File: src/rtl/interrupt_arbiter_pkg.sv
// Shared constants and state encoding for the CPU-side interrupt arbiter.
// Default masks assume the 16-source device configuration.
package interrupt_arbiter_pkg;

  typedef enum logic [1:0] {
    ST_IDLE  = 2'd0,
    ST_PEND  = 2'd1,
    ST_GRANT = 2'd2
  } arb_state_t;

  localparam int          DEF_INT_COUNT    = 16;
  localparam logic [15:0] DEF_VECTOR_BASE  = 16'hFFDC;
  localparam logic [15:0] DEF_NMI_MASK     = 16'h8000;
  localparam logic [15:0] DEF_AUTOCLR_MASK = 16'h0000;

  // Vectors are word-spaced: source i lives at base + 2*i.
  function automatic logic [15:0] vector_of(input logic [15:0] base, input logic [15:0] idx);
    return base + {idx[14:0], 1'b0};
  endfunction

endpackage

File: src/rtl/interrupt_arbiter_prio_enc.sv
// Combinational highest-set-bit encoder with a valid flag.
module int_priority_enc #(
  parameter int WIDTH = 16,
  parameter int IDX_W = (WIDTH > 1) ? $clog2(WIDTH) : 1
) (
  input  logic [WIDTH-1:0] i_req,
  output logic [IDX_W-1:0] o_idx,
  output logic             o_valid
);

  // Ascending scan: the last set bit seen is the highest index.
  always_comb begin
    o_idx   = '0;
    o_valid = 1'b0;
    for (int i = 0; i < WIDTH; i++) begin
      if (i_req[i]) begin
        o_idx   = IDX_W'(i);
        o_valid = 1'b1;
      end
    end
  end

endmodule

File: src/rtl/interrupt_arbiter.sv
// Level-interrupt arbiter: offers the highest-priority eligible request to the CPU,
// handshakes the entry sequence, and strobes a per-source clear on grant.
module interrupt_arbiter
  import interrupt_arbiter_pkg::*;
#(
  parameter int                   INT_COUNT    = DEF_INT_COUNT,
  parameter logic [15:0]          VECTOR_BASE  = DEF_VECTOR_BASE,
  parameter logic [INT_COUNT-1:0] NMI_MASK     = DEF_NMI_MASK,
  parameter logic [INT_COUNT-1:0] AUTOCLR_MASK = DEF_AUTOCLR_MASK
) (
  input  logic                 MCLK,
  input  logic                 reset,
  input  logic [INT_COUNT-1:0] INTreq,
  input  logic                 GIE,
  input  logic                 IntAccept,
  input  logic                 IntDone,
  output logic                 IntPending,
  output logic [15:0]          IntVector,
  output logic                 IntActive,
  output logic [INT_COUNT-1:0] INTclr
);

  localparam int IDX_W = (INT_COUNT > 1) ? $clog2(INT_COUNT) : 1;

  arb_state_t           r_state, w_state_nxt;
  logic [IDX_W-1:0]     r_idx, w_idx_nxt;
  logic [INT_COUNT-1:0] r_clr, w_clr_nxt;

  logic [INT_COUNT-1:0] w_eligible;
  logic [INT_COUNT-1:0] w_onehot;
  logic [IDX_W-1:0]     w_win_idx;
  logic                 w_win_vld;

  assign w_eligible = INTreq & (GIE ? {INT_COUNT{1'b1}} : NMI_MASK);
  assign w_onehot   = {{(INT_COUNT-1){1'b0}}, 1'b1} << r_idx;

  int_priority_enc #(
    .WIDTH (INT_COUNT),
    .IDX_W (IDX_W)
  ) u_prio_enc (
    .i_req   (w_eligible),
    .o_idx   (w_win_idx),
    .o_valid (w_win_vld)
  );

  always_ff @(posedge MCLK) begin
    if (reset) begin
      r_state <= ST_IDLE;
      r_idx   <= '0;
      r_clr   <= '0;
    end else begin
      r_state <= w_state_nxt;
      r_idx   <= w_idx_nxt;
      r_clr   <= w_clr_nxt;
    end
  end

  // Accept freezes the index the CPU saw this cycle; the clear strobe is
  // registered so it lands exactly on the first GRANT cycle.
  always_comb begin
    w_state_nxt = r_state;
    w_idx_nxt   = r_idx;
    w_clr_nxt   = '0;
    case (r_state)
      ST_IDLE: begin
        if (w_win_vld) begin
          w_state_nxt = ST_PEND;
          w_idx_nxt   = w_win_idx;
        end
      end
      ST_PEND: begin
        if (IntAccept) begin
          w_state_nxt = ST_GRANT;
          w_clr_nxt   = AUTOCLR_MASK & w_onehot;
        end else if (!w_win_vld) begin
          w_state_nxt = ST_IDLE;
        end else begin
          w_idx_nxt   = w_win_idx;
        end
      end
      ST_GRANT: begin
        if (IntDone) w_state_nxt = ST_IDLE;
      end
      default: w_state_nxt = ST_IDLE;
    endcase
  end

  assign IntPending = (r_state == ST_PEND);
  assign IntActive  = (r_state == ST_GRANT);
  assign INTclr     = r_clr;
  assign IntVector  = vector_of(VECTOR_BASE, 16'(r_idx));

endmodule

File: config.mk
export PLATFORM = sky130hd
export DESIGN_NAME = interrupt_arbiter
export DESIGN_NICKNAME = d
export VERILOG_FILES = /design/src/rtl/interrupt_arbiter_pkg.sv /design/src/rtl/interrupt_arbiter_prio_enc.sv /design/src/rtl/interrupt_arbiter.sv
export SDC_FILE = /design/constraint.sdc
export NUM_CORES = 1
export LEC_CHECK = 0
export CORE_MARGIN = 3
export CORE_UTILIZATION = 33
export DETAILED_ROUTE_END_ITERATION = 6
export PLACE_DENSITY = 0.79
export SYNTH_ARGS = -nofsm -noshare
export SYNTH_HDL_FRONTEND = slang
export SYNTH_SLANG_ARGS = --single-unit
File: constraint.sdc
create_clock -name MCLK -period 2.3 [get_ports MCLK]
set_clock_uncertainty 0.15 [all_clocks]
set_input_delay 0.46 -clock MCLK [delete_from_list [all_inputs] [get_ports MCLK]]
set_output_delay 0.46 -clock MCLK [all_outputs]
set_load 0.1 [all_outputs]
==> After elaboration in Yosys (flattened, before gate mapping) <==
Cells that the tools add are included.
{ "totals": {"regBits": 6, "inputBits": 21, "out_inout_bits": 34, "wordCells": 54} }
{ "op_classes": {"n_addsub": 1, "eq_ne": 6, "n_mux": 40, "bitwise_logic": 1, "reduce_logical": 4} }
{ "ops": {"columns": ["operator", "count"], "rows": [
  ["4-bit 2-to-1 mux", 10],
  ["1-bit 2-to-1 mux", 17],
  ["16-bit AND", 1],
  ["15-bit 2-to-1 mux", 1],
  ["2-bit 2-to-1 mux", 6],
  ["3-bit 2-to-1 mux", 4],
  ["7-bit by 6-bit adder with 8-bit output, first input constant", 1],
  ["4-bit case mux with 2 select lines", 1],
  ["2-bit != test, second input constant", 3],
  ["2-bit case mux with 3 select lines", 1],
  ["3-bit != test, second input constant", 1],
  ["3-bit AND reduction", 1],
  ["2-bit by 1-bit equality test with 1-bit output, second input constant", 1],
  ["2-bit equality test, second input constant", 1],
  ["2-bit logical NOT", 1],
  ["2-bit AND reduction", 1],
  ["2-bit nonzero test", 1]
]} }

==> Depth between registers and ports, before layout <==
Gate-level depths: netlist of the first run.
{ "logic_depth": {"ltp_word": 21, "ltp_mapped": 6} }

==> By module <==
From an unflattened synthesis of the first run, not the netlist that was laid out.
{ "hier_totals": {"hier_cells": 108, "hier_area_um2": 787.0} }
{ "by_module_without_submodules": {"columns": ["mod", "instances", "cells_each", "area_each_um2", "seq_area_each_um2"], "rows": [
  ["interrupt_arbiter", 1, 79, 625.6, 120.1],
  ["int_priority_enc", 1, 29, 161.4, 0.0]
]} }

==> Least setup slack after synthesis of the first run <==
No wires, ideal clock.
{ "synth_timing": {"kind": "reg2out", "startpoint": "reg r_idx[1]", "endpoint": "out IntVector[4]", "arrival_ns": 2.638, "required_ns": 1.690, "setup_slack_ns": -0.948, "stages_incl_launch_ff": 4, "n_path_buf": 0, "path_cell_list": "dfxtp_1 > inv_1 > ha_1 > xor2_1"} }
{ "synth_between": {"elab_chain_len": 1} }
{ "synth_rtl": {"columns": ["element", "line_no", "text"], "rows": [
  ["from (decl)", "interrupt_arbiter.sv:26", "logic [IDX_W-1:0] r_idx, w_idx_nxt;"],
  ["from (signal assigned)", "interrupt_arbiter.sv:53", "r_idx <= w_idx_nxt;"],
  ["7-bit by 6-bit adder with 8-bit output", "interrupt_arbiter_pkg.sv:18", "return base + {idx[14:0], 1'b0};"],
  ["to (decl)", "interrupt_arbiter.sv:18", "output logic [15:0] IntVector,"]
]} }
No other way between the ends.

==> Final worst setup path of the first run <==
{ "layout_timing": {"startpoint": "in INTreq[11]", "endpoint": "reg r_idx[0]"} }
{ "layout_between": {"elab_chain_len": 9, "word_cells_on_any_way": 14, "classes_between": "13 x mux; 1 x bitwise"} }
{ "layout_rtl": {"columns": ["element", "line_no", "text"], "rows": [
  ["from (decl)", "interrupt_arbiter.sv:13", "input logic [INT_COUNT-1:0] INTreq,"],
  ["16-bit AND *", "interrupt_arbiter.sv:34", "assign w_eligible = INTreq & (GIE ? {INT_COUNT{1'b1}} : NMI_MASK);"],
  ["4-bit 2-to-1 mux or 1-bit 2-to-1 mux (tied branches) (5 in a row)", "interrupt_arbiter_prio_enc.sv:16", "if (i_req[i]) begin"],
  ["4-bit 2-to-1 mux *", "interrupt_arbiter.sv:66, interrupt_arbiter.sv:75", null],
  ["4-bit 2-to-1 mux", "interrupt_arbiter.sv:72", "if (IntAccept) begin"],
  ["4-bit case mux with 2 select lines *", "interrupt_arbiter.sv:64", "case (r_state)"]
]} }
Every way passes the cells marked *; elsewhere a longest branch is shown, timed or not. The select of a mux whose other input is x is not followed.
A chain may end at the register's enable or synchronous reset.

==> impl_metrics.py, run 1 <==
metrics = {
    "run_status": {
        "outcome": "complete, no violations",
    },
    "die": {
        "dieArea_um2": 2720,
        "initial_core_util": 0.355,
        "rows": 16,
        "core_area_um2": 1980,
        "die_w_um": 52.2,
        "die_y_um": 52.2,
        "io_pins": 55,
    },
    "clock_network": {
        "cts_root_buffer": "clkbuf_4",
        "cts_buffer_depth": 2,
        "cts_setup_buffers": 0,
        "clkSlewWorstSetupHoldPaths_ns": 0.04,
        "cts_buffers": 3,
        "h-tree-depth": 1,
        "cts_resized": 0,
        "clock_sinks": 6,
        "clk_latency_ns": 0.24,
        "cts_hold_buf": 0,
        "cts_tree": "built",
    },
    "global_routing": {
        "grt_pass1_wl_mm": 2.40,
        "grtUsageTotal": 0.118,
        "grt_start_max_net_pins": 10,
        "grt_pass1_vias": 593,
        "antenna_found_initial": 0,
        "grt_overflow_total": 0,
    },
    "place": {
        "port-buffer-count": 27,
        "dpl.cell_count": 153,
        "place_congestion": 0.804,
        "dpl_cell_area_um2": 1040,
        "dp_hpwl_mm": 1.42,
    },
    "layout": {
        "fin_nets": 153,
        "antenna_cells": 0,
        "final_cell_area_um2": 1060,
        "nFillCells": 185,
        "area_growth_pct": 50.8,
        "instances_no_fill": 156,
        "drive_gt1_frac": 0.248,
    },
    "setup_path": {
        "crit_path_end": "r_idx[0]$_SDFFE_PP0P_",
        "rrSetupSlack_ns": 0.86,
        "critical_path_class": "primary input to flip-flop",
        "worstSetupEndpointType": "flip-flop",
        "critPathLaunch": "INTreq[11]",
        "critPathMaxFanout": 4,
        "cp-start-kind": "primary input",
        "critPathArrivalTime_ns": 2.12,
        "r2r_end": "r_idx[1]$_SDFFE_PP0P_",
        "worstPathRequired_ns": 2.27,
        "r2r-start": "r_state[1]$_SDFFE_PP0P_",
        "worst_r2r_path_depth": 4,
    },
    "route": {
        "drt_pass1_iterations": 4,
        "vias_per_cell": 4.31,
        "drtAntennaViolNets": 0,
        "wirelength_mm": 1.59,
        "drc": 0,
        "drt_iter0_markers": 10,
        "routedWlPerCell_um": 10.2,
        "vias": 672,
    },
    "sta": {
        "rsz0062_at_grt": "false",
        "period_share": 0.933,
        "maxSlewViolCount": 0,
        "setup_viol": 0,
        "worst_slew_pin_slew_ns": 0.502,
        "hold_viol": 0,
        "relSlewSlack": 0.665,
        "max_freq_mhz": 466,
        "holdWs_ns": 0.322,
        "fin_crit_ns": 2.15,
    },
    "synthesis": {
        "async_flop_share": 0,
        "synth_ff_type": "dfxtp_1",
        "synthTopCellsByCount": "buf_4 (28), nor2_1 (9)",
        "synth.distinct_cells": 28,
        "synth_most_common_cell": "buf_4",
        "syn_area_um2": 704,
        "synth_edf_count": 0,
        "syn_avg_cell_area_um2": 7.57,
        "syn_inst": 93,
        "yosysSeqAreaShare": 0.171,
        "yosysWarnings": 0,
        "synth.top_cell.area_share": 0.298,
        "yosysTopAreaCell": "buf_4",
        "synth_seq_cells": 6,
        "synth_area_leaders": "buf_4 (30%), dfxtp_1 (17%), nor2b_1 (5.3%), nor2_1 (4.8%), o41ai_1 (3.7%)",
    },
    "power_and_ir_drop": {
        "p_leak_nw": 0.478,
        "powerDensity_nw_per_um2": 709,
        "vdd_ir_drop_max_mv": 0.327,
    },
    "run": {
        "max_cap_violations": 0,
    },
    "min_path": {
        "hp-class": "flip-flop to flip-flop",
    },
}
-- state kept, by name (all words and copies together) (netlist names) --
| register | flops |
|---|---|
| r_state | 2 |
| r_idx | 4 |
-- where the power goes --
group | switching, W | internal [W] | leakage, nW | total, W
registers | 0.0000108 | 0.000116 | 0.0503 | 0.000126
clock network | 0.0000361 | 0.0000589 | 0.0138 | 0.0000950
logic | 0.000393 | 0.000138 | 0.414 | 0.000531
-- logic make-up (layout without fill, tap and decap cells) --
logic type	Yosys count	count (layout)	share of synthesized area
other cells	2	27	0.0107
buf+inv	35	46	0.337
xor+xnor	1	1	0.0124
fa+ha+maj	1	1	0.0178
compound gates	19	19	0.234
simple gates	29	29	0.217
flops	6	6	0.171
-- worst min-delay path by stage --
stage / startpoint / end / slack, ns / cells past startpoint
floorplan: r_idx[2]$_SDFFE_PP0P_ / r_idx[2]$_SDFFE_PP0P_ / 0.29 / 2
global placement: r_idx[2]$_SDFFE_PP0P_ / r_idx[2]$_SDFFE_PP0P_ / 0.31 / 2
detailed placement: r_idx[2]$_SDFFE_PP0P_ / r_idx[2]$_SDFFE_PP0P_ / 0.32 / 2
CTS: r_idx[2]$_SDFFE_PP0P_ / r_idx[2]$_SDFFE_PP0P_ / 0.33 / 2
global route: r_idx[2]$_SDFFE_PP0P_ / r_idx[2]$_SDFFE_PP0P_ / 0.37 / 2
finish: r_idx[2]$_SDFFE_PP0P_ / r_idx[2]$_SDFFE_PP0P_ / 0.32 / 2
-- final cells by class --
type | count | area [um2] | share of cell area
multi-input cells | 77 | 477 | 0.449
repair buffers | 37 | 378 | 0.356
flip-flops and latches | 6 | 121 | 0.114
well taps | 27 | 33.8 | 0.0318
inverters | 6 | 30.0 | 0.0283
clock buffers | 3 | 22.5 | 0.0212
-- metrics by stage --
step	total power (W)	setup WS [ns]	utilization	TNS [ns]
after global routing	0.000785	0.0291	0.536	0
after global placement	0.000654	-0.0452	0.525	-0.0768
after floorplan	0.000565	-0.0293	-	-0.0293
after detailed placement	0.000660	-0.112	0.525	-0.223
after CTS	0.000756	0.142	0.536	0
final	0.000753	0.154	0.536	0
-- per-layer routing --
| metal | share of wire | vias to the layer above | track usage |
|---|---|---|---|
| met3 | 0.089 | 4 | 0.0285 |
| met5 | 0 | - | 0 |
| li1 | - | 335 | - |
| met2 | 0.50 | 39 | 0.201 |
| met4 | 0.017 | 0 | 0.0638 |
| met1 | 0.39 | 294 | 0.134 |
-- cell usage in the layout, fill, tap and decap left out, drive strengths merged, types with 3 or more instances in the layout --
cell / count
conb: 27
clkdlybuf4s50: 20
buf: 17
nor2: 9
nand2: 6
dfxtp: 6
nor2b: 6
inv: 4
a21oi: 4
o41ai: 4
clkbuf: 3
-- worst max-delay path, cell delays in order --
cell and delay [ns]:
clkdlybuf4s50_1 0.43, o41ai_2 0.39, or3b_4 0.44, o21ai_4 0.15
nor2b_1 0.18, nor3_2 0.06
No activity file was read; power rests on OpenSTA's default activity.
==> run 2, diff against run 1 <==
Settings changed: HOLD_SLACK_MARGIN set to 0.12, SKIP_LAST_GASP set to 1.
==> results of run 2 <==
Final layout, timing and power as in run 1 (identical DEF).
